<file path="src/rtl/id_ex_stage.sv">
// ID/EX pipeline register with stall/flush control and MEM/WB operand forwarding.
// Drives ALU operands, op codes, store data and exception state into EX.
module id_ex_stage #(
    parameter int XLEN    = 32,
    parameter int CAUSE_W = 4
) (
    input  logic               clk,
    input  logic               rst_n,
    input  logic               stall_i,
    input  logic               flush_i,
    input  logic               id_valid,
    input  logic [XLEN-1:0]    id_pc,
    input  logic [4:0]         id_rs1_addr,
    input  logic [4:0]         id_rs2_addr,
    input  logic [XLEN-1:0]    id_rs1_data,
    input  logic [XLEN-1:0]    id_rs2_data,
    input  logic [XLEN-1:0]    id_imm,
    input  logic [4:0]         id_rd_addr,
    input  logic               id_reg_we,
    input  logic [3:0]         id_alu_op,
    input  logic [2:0]         id_f_op,
    input  logic               id_a_sel,
    input  logic               id_b_sel,
    input  logic               id_exc_valid,
    input  logic [CAUSE_W-1:0] id_exc_cause,
    input  logic               mem_fwd_we,
    input  logic [4:0]         mem_fwd_rd,
    input  logic [XLEN-1:0]    mem_fwd_data,
    input  logic               wb_fwd_we,
    input  logic [4:0]         wb_fwd_rd,
    input  logic [XLEN-1:0]    wb_fwd_data,
    output logic               ex_valid,
    output logic [XLEN-1:0]    ex_pc,
    output logic [3:0]         ex_alu_op,
    output logic [2:0]         ex_f_op,
    output logic [XLEN-1:0]    ex_alu_a,
    output logic [XLEN-1:0]    ex_alu_b,
    output logic [XLEN-1:0]    ex_store_data,
    output logic [4:0]         ex_rd_addr,
    output logic               ex_reg_we,
    output logic               ex_exc_valid,
    output logic [CAUSE_W-1:0] ex_exc_cause
);

    logic               valid_reg;
    logic [XLEN-1:0]    pc_reg;
    logic [XLEN-1:0]    imm_reg;
    logic [4:0]         rd_addr_reg;
    logic               reg_we_reg;
    logic [3:0]         alu_op_reg;
    logic [2:0]         f_op_reg;
    logic               a_sel_reg;
    logic               b_sel_reg;
    logic               exc_valid_reg;
    logic [CAUSE_W-1:0] exc_cause_reg;

    logic [XLEN-1:0]    fwd_rs1;
    logic [XLEN-1:0]    fwd_rs2;

    // Per-source operand register and forwarding mux (gi=0: rs1, gi=1: rs2)
    genvar gi;
    generate
        for (gi = 0; gi < 2; gi++) begin : g_src
            logic [4:0]      id_addr;
            logic [XLEN-1:0] id_data;
            logic [4:0]      addr_reg;
            logic [XLEN-1:0] data_reg;
            logic [XLEN-1:0] fwd_data;

            assign id_addr = (gi == 0) ? id_rs1_addr : id_rs2_addr;
            assign id_data = (gi == 0) ? id_rs1_data : id_rs2_data;

            // MEM beats WB; x0 is never forwarded
            always_comb begin
                fwd_data = data_reg;
                if (mem_fwd_we && (mem_fwd_rd == addr_reg) && (addr_reg != 5'd0))
                    fwd_data = mem_fwd_data;
                else if (wb_fwd_we && (wb_fwd_rd == addr_reg) && (addr_reg != 5'd0))
                    fwd_data = wb_fwd_data;
            end

            // While stalled the data register keeps absorbing forwarded results
            always_ff @(posedge clk or negedge rst_n) begin
                if (!rst_n) begin
                    addr_reg <= '0;
                    data_reg <= '0;
                end else if (flush_i) begin
                    addr_reg <= '0;
                    data_reg <= '0;
                end else if (stall_i) begin
                    data_reg <= fwd_data;
                end else begin
                    addr_reg <= id_addr;
                    data_reg <= id_data;
                end
            end
        end
    endgenerate

    assign fwd_rs1 = g_src[0].fwd_data;
    assign fwd_rs2 = g_src[1].fwd_data;

    always_ff @(posedge clk or negedge rst_n) begin
        if (!rst_n) begin
            valid_reg     <= 1'b0;
            pc_reg        <= '0;
            imm_reg       <= '0;
            rd_addr_reg   <= '0;
            reg_we_reg    <= 1'b0;
            alu_op_reg    <= '0;
            f_op_reg      <= '0;
            a_sel_reg     <= 1'b0;
            b_sel_reg     <= 1'b0;
            exc_valid_reg <= 1'b0;
            exc_cause_reg <= '0;
        end else if (flush_i) begin
            valid_reg     <= 1'b0;
            pc_reg        <= '0;
            imm_reg       <= '0;
            rd_addr_reg   <= '0;
            reg_we_reg    <= 1'b0;
            alu_op_reg    <= '0;
            f_op_reg      <= '0;
            a_sel_reg     <= 1'b0;
            b_sel_reg     <= 1'b0;
            exc_valid_reg <= 1'b0;
            exc_cause_reg <= '0;
        end else if (!stall_i) begin
            valid_reg     <= id_valid;
            pc_reg        <= id_pc;
            imm_reg       <= id_imm;
            rd_addr_reg   <= id_rd_addr;
            reg_we_reg    <= id_valid & id_reg_we & ~id_exc_valid;
            alu_op_reg    <= id_alu_op;
            f_op_reg      <= id_f_op;
            a_sel_reg     <= id_a_sel;
            b_sel_reg     <= id_b_sel;
            exc_valid_reg <= id_valid & id_exc_valid;
            exc_cause_reg <= id_exc_cause;
        end
    end

    assign ex_valid      = valid_reg;
    assign ex_pc         = pc_reg;
    assign ex_alu_op     = alu_op_reg;
    assign ex_f_op       = f_op_reg;
    assign ex_alu_a      = a_sel_reg ? pc_reg : fwd_rs1;
    assign ex_alu_b      = b_sel_reg ? imm_reg : fwd_rs2;
    assign ex_store_data = fwd_rs2;
    assign ex_rd_addr    = rd_addr_reg;
    assign ex_reg_we     = reg_we_reg;
    assign ex_exc_valid  = exc_valid_reg;
    assign ex_exc_cause  = exc_cause_reg;

endmodule

</file>
<file path="config.mk">
export PLATFORM = sky130hd
export DESIGN_NAME = id_ex_stage
export DESIGN_NICKNAME = d
export VERILOG_FILES = /design/src/rtl/id_ex_stage.sv
export SDC_FILE = /design/constraint.sdc
export NUM_CORES = 1
export LEC_CHECK = 0
export CAP_MARGIN = 0
export CELL_PAD_IN_SITES_DETAIL_PLACEMENT = 0
export CELL_PAD_IN_SITES_GLOBAL_PLACEMENT = 1
export CORE_UTILIZATION = 29
export DETAILED_ROUTE_END_ITERATION = 8
export GPL_TIMING_DRIVEN = 0
export PLACE_DENSITY = 0.79
export SLEW_MARGIN = 30
export SYNTH_ARGS = -nofsm -noshare
export SYNTH_HDL_FRONTEND = slang
export SYNTH_SLANG_ARGS = --single-unit
</file>
<file path="constraint.sdc">
create_clock -name clk -period 2.5 [get_ports clk]
set_clock_uncertainty 0.1 [all_clocks]
set_input_delay 0.625 -clock clk [delete_from_list [all_inputs] [get_ports clk]]
set_output_delay 0.625 -clock clk [all_outputs]
set_load 0.03 [all_outputs]
</file>
**Yosys cells after proc, flatten, opt, wreduce, memory -nomap -nowiden**

Cells that the tools add are included.

- $add $sub $neg: 0
- $mul: 0
- Div/mod/pow operators: 0
- $lt $le $gt $ge: 0
- Equal/unequal tests: 5
- Shifts and indexed selects: 0
- Muxes and demuxes: 36
- Bitwise operators: 4
- Reductions and logical operators: 10

Operators by type and width:

| cell | number |
|---|---|
| two-way mux 32 bit | 14 |
| two-way mux 5 bit | 6 |
| == test 5 bit | 4 |
| two-way mux 4 bit | 4 |
| two-way mux 1 bit | 10 |
| nonzero test 5 bit | 2 |
| logical AND 1 bit | 8 |
| two-way mux 3 bit | 2 |
| AND 1 bit | 3 |
| != test 2 x 1 -> 1 bit (second input constant) | 1 |
| inverter 1 bit | 1 |

- Register bits: 159
- Bits in latches: 0
- Bits in writable memories: 0
- ROM bits: 0
- Input bits: 239
- Output and inout port bits: 147
- Logic and storage cells: 70
- Memories kept: 0

**Logic depth before layout (Yosys ltp)**

- Depth in word-level cells: 7
- Gate-level depth with buffers: 7
- Depth with buffers taken out: 5

**Least setup slack after synthesis**

OpenSTA, ideal clock, no wires.

- Kind: input to output
- Start point: input port wb_fwd_rd[2]
- End point: output port ex_alu_b[1]
- Arrival time: 2.349 ns
- Data required time: 1.775 ns
- Setup slack: -0.574 ns
- Stages on the path: 6
- Cells stage by stage: xnor2_1 nand2_1 a211oi_4 buf_6 mux2i_1 a221oi_1

- Cells in the longest elaborated chain, start to end: 6

Ends and longest elaborated chain:

| item | line | source |
|---|---|---|
| start, declared | 30 | `input logic [4:0] wb_fwd_rd,` |
| == test 5 bit | 78 | `else if (wb_fwd_we && (wb_fwd_rd == addr_reg) && (addr_reg != 5'd0))` |
| logical AND 1 bit (2 in series) | 78 |  |
| two-way mux 32 bit | 78 |  |
| two-way mux 32 bit | 76 | `if (mem_fwd_we && (mem_fwd_rd == addr_reg) && (addr_reg != 5'd0))` |
| two-way mux 32 bit | 148 | `assign ex_alu_b = b_sel_reg ? imm_reg : fwd_rs2;` |
| end, declared | 37 | `output logic [XLEN-1:0] ex_alu_b,` |

Every way passes these cells.

**Worst setup path in the final report**

- Start point: register g_src[1].addr_reg[4]
- End point: output port ex_alu_b[20]

- Cells in the longest elaborated chain, start to end: 6

Ends and longest elaborated chain:

| item | line | source |
|---|---|---|
| start, declared | 66 | `logic [4:0] addr_reg;` |
| start signal, assigned | 93 | `addr_reg <= id_addr;` |
| == test 5 bit | 78 |  |
| logical AND 1 bit (2 in series) | 78 |  |
| two-way mux 32 bit | 78 |  |
| two-way mux 32 bit (*) | 76 |  |
| two-way mux 32 bit (*) | 148 |  |

Every way passes the cells marked *; elsewhere a longest branch is shown, timed or not.

==> summary.txt <==
Final layout
  – Max FFs per register: 64
  – Final net count: 1704
  – Layout area overhead: 97.8%
  – Non-filler cells in the finished layout: 1882
  – Fin area: 18400 µm²
  – Most common cell after layout, fill and taps aside: clkdlybuf4s50_1
  – Core Util, Final: 58.3%
  – Share of cells above drive strength 1: 35.5%
  – Most frequent cells in the layout: 278 x clkdlybuf4s50_1, 151 x dfrtp_1, 132 x nor2_1

Detailed routing
  – Routed vias: 10026
  – Top sig layer: met4
  – Post-DR vias/cell: 5.33
  – 1st-pass router iterations: 5
  – Total wire length: 47600 µm
  – DRC viols: 0
  – Initial drt markers: 583
  – Met3 WL: 3030 µm
  – Drt wl/cell: 25.3 µm
  – Final antenna-violating net count: 0
  – Met1 Wirelength: 19400 µm
  – DR WL met2: 23900 µm

Floorplan
  – Initial cell density of the core: 29.5%
  – Die Span X: 181 µm
  – Std cell rows: 65
  – Core Region: 31600 µm²
  – Boundary pin count: 386
  – Die height: 181 µm
  – Die Area: 32900 µm²

Timing
  – Tcrit/Tclk final: 137%
  – Hold WS: 0.425 ns
  – Tmin final: 3.43 ns
  – Setup slack after layout: -0.929 ns
  – Final Max Tran Viols: 0
  – Final setup fails: 96
  – Least-Margin Pin Slew: 1.02 ns
  – Final Hold Viols: 0
  – RSZ-0062 raised after global routing: true
  – TNS Setup: -77.07 ns
  – Slew headroom: 31.9%
  – Maximum clock frequency: 292 MHz

Flow run
  – Max-cap violation count: 0

Setup path
  – Crit path launch type: register
  – Max FO, Critical Path: 8
  – Setup CP Type: reg -> out
  – CP cell instances: or4_4 > buf_4 > a21bo_4 > nand3_4 > buf_12 > clkbuf_16 > nor3_2 > a221oi_4 > buf_6
  – CP max-delay cell: or4_4
  – CP Buf/Inv Count: 4
  – Top delay family on crit path: simple AND/OR/NAND/NOR gates
  – Critical path required time: 1.77 ns
  – Critical Path AT: 2.70 ns
  – Critical path's largest stage delay: 0.56 ns
  – Endpoint class of the critical path: primary output

Placement
  – Inst Count DP: 1756
  – Gpl congestion: 0.830
  – DP HPWL: 32500 µm
  – DP Area: 14900 µm²
  – Pre-CTS WS: -1.99 ns
  – IO Port Bufs: 384

Synth
  – Post-synthesis sequential area ratio: 42.7%
  – Average size of a mapped cell: 9.65 µm²
  – Post-synth top area share: 42.7%
  – Synth Register Bits: 159
  – Synthesized area: 9330 µm²
  – Area leader, netlist: dfrtp_1
  – Post-synth cell types: 35
  – Ranking of synthesized cells by area: dfrtp_1 43%, mux2i_1 17%, o221ai_1 6.0%, nor2_1 5.3%, a221oi_2 3.9%
  – Post-Syn Instances: 967
  – Yosys warnings: 0
  – Synth Net Count: 1206

Clock tree
  – CTS Buf Count: 17
  – Root Driver: clkbuf_16
  – TritonCTS clock tree: built
  – CTS Sinks: 159
  – CTS max path bufs: 2
  – Worst-path clk slew: 0.06 ns
  – # H-tree levels: 4
  – Clk Latency, worst-skew pair: 0.43 ns

GRT
  – Global-route wire length before repair: 69800 µm
  – Overflow after GRT: 0
  – Largest net degree at the start of global routing: 80
  – Vias in the first global route: 10818
  – Initial antenna violation count: 2
  – Total Routing Usage GR: 28.8%

Min path
  – HP Class: reg -> reg

Power
  – Total power draw: 8.74 mW
  – Lkg Pwr: 7.48 nW
  – PD cells: 474 nW/µm²
  – Worst vdd ir: 0.000398 V

Outcome
  – Outcome: finished with violations
  – Failing checks: negative setup slack
## worst register-to-register path, stage by stage, from the launching register on
cell and delay, ns:
dfrtp_2 0.41, or4_4 0.56, buf_4 0.15, a21bo_4 0.22
nand3_4 0.09, buf_6 0.14, nand2_2 0.12, clkbuf_4 0.28
o221ai_1 0.25
## cells by family after synthesis
logic type	count (synthesis)	synth area share (%)
simple gates	315	15.6
flops	159	42.7
compound gates	200	17.6
mux	157	16.8
buf+inv	120	5.82
xor+xnor	16	1.50
## final timing paths
path / from / to / slack (ns) / depth (start not counted)
max reg2reg: g_src[1].addr_reg[4] / g_src[1].data_reg[13] / 0.10 / 8
min in group asynchronous: rst_n / imm_reg[7] / 0.49 / 2
max: g_src[1].addr_reg[4] / ex_alu_b[20] / -0.93 / 9
min: ex_alu_op[2] / ex_alu_op[2] / 0.42 / 2
max in group asynchronous: rst_n / g_src[1].addr_reg[2] / 0.77 / 4
min reg2reg: ex_alu_op[2] / ex_alu_op[2] / 0.42 / 2
## synth_stat cells
cell,count
dfrtp_1,159
mux2i_1,157
nor2_1,132
nand2_1,74
a21oi_1,65
o221ai_1,64
clkbuf_1,44
nor3_1,34
inv_1,32
nand2b_1,32
o31ai_1,32
nand3b_1,31
a221oi_2,24
buf_1,19
buf_2,14
xnor2_1,10
a221oi_1,8
xor2_1,6
buf_4,5
nand3_1,4
buf_6,3
buf_8,3
a211oi_4,2
and2_1,2
a21bo_1,1
a31oi_1,1
a31oi_2,1
a32oi_1,1
nor2b_1,1
nor4_1,1
o21ai_0,1
or2_2,1
or3_4,1
or3b_2,1
or4_1,1
## where the power goes
group,switching (mW),total (mW),internal [mW]
sequential,0.114,2.83,2.72
clock,1.24,3.00,1.77
combinational,1.53,2.91,1.38
total,2.88,8.74,5.87
## cell type report
cell class	instances	area (µm²)
repair buffers	483	5360
well taps	402	503
flip-flops and latches	159	3990
fillers	2637	13200
clock inverters	11	179
diodes	2	5.00
inverters	32	120
multi-input cells	688	7040
plain buffers	84	772
clock buffers	21	470
## per-layer routing
layer / vias up / global-route usage (%)
met1: 5016 / 35.1
met5: - / 0
met2: 409 / 50.5
li1: 4527 / -
met4: 0 / 9.15
met3: 74 / 6.03
## timing repair
action,CTS,global route
buffers inserted,52,31
hold buffers,1,0
pin swaps,24,16
gates resized for setup,958,82
gates cloned,14,6
endpoints found under the setup margin,249,167
hold endpoints to repair,18,0
(Power assumes the default switching activity.)
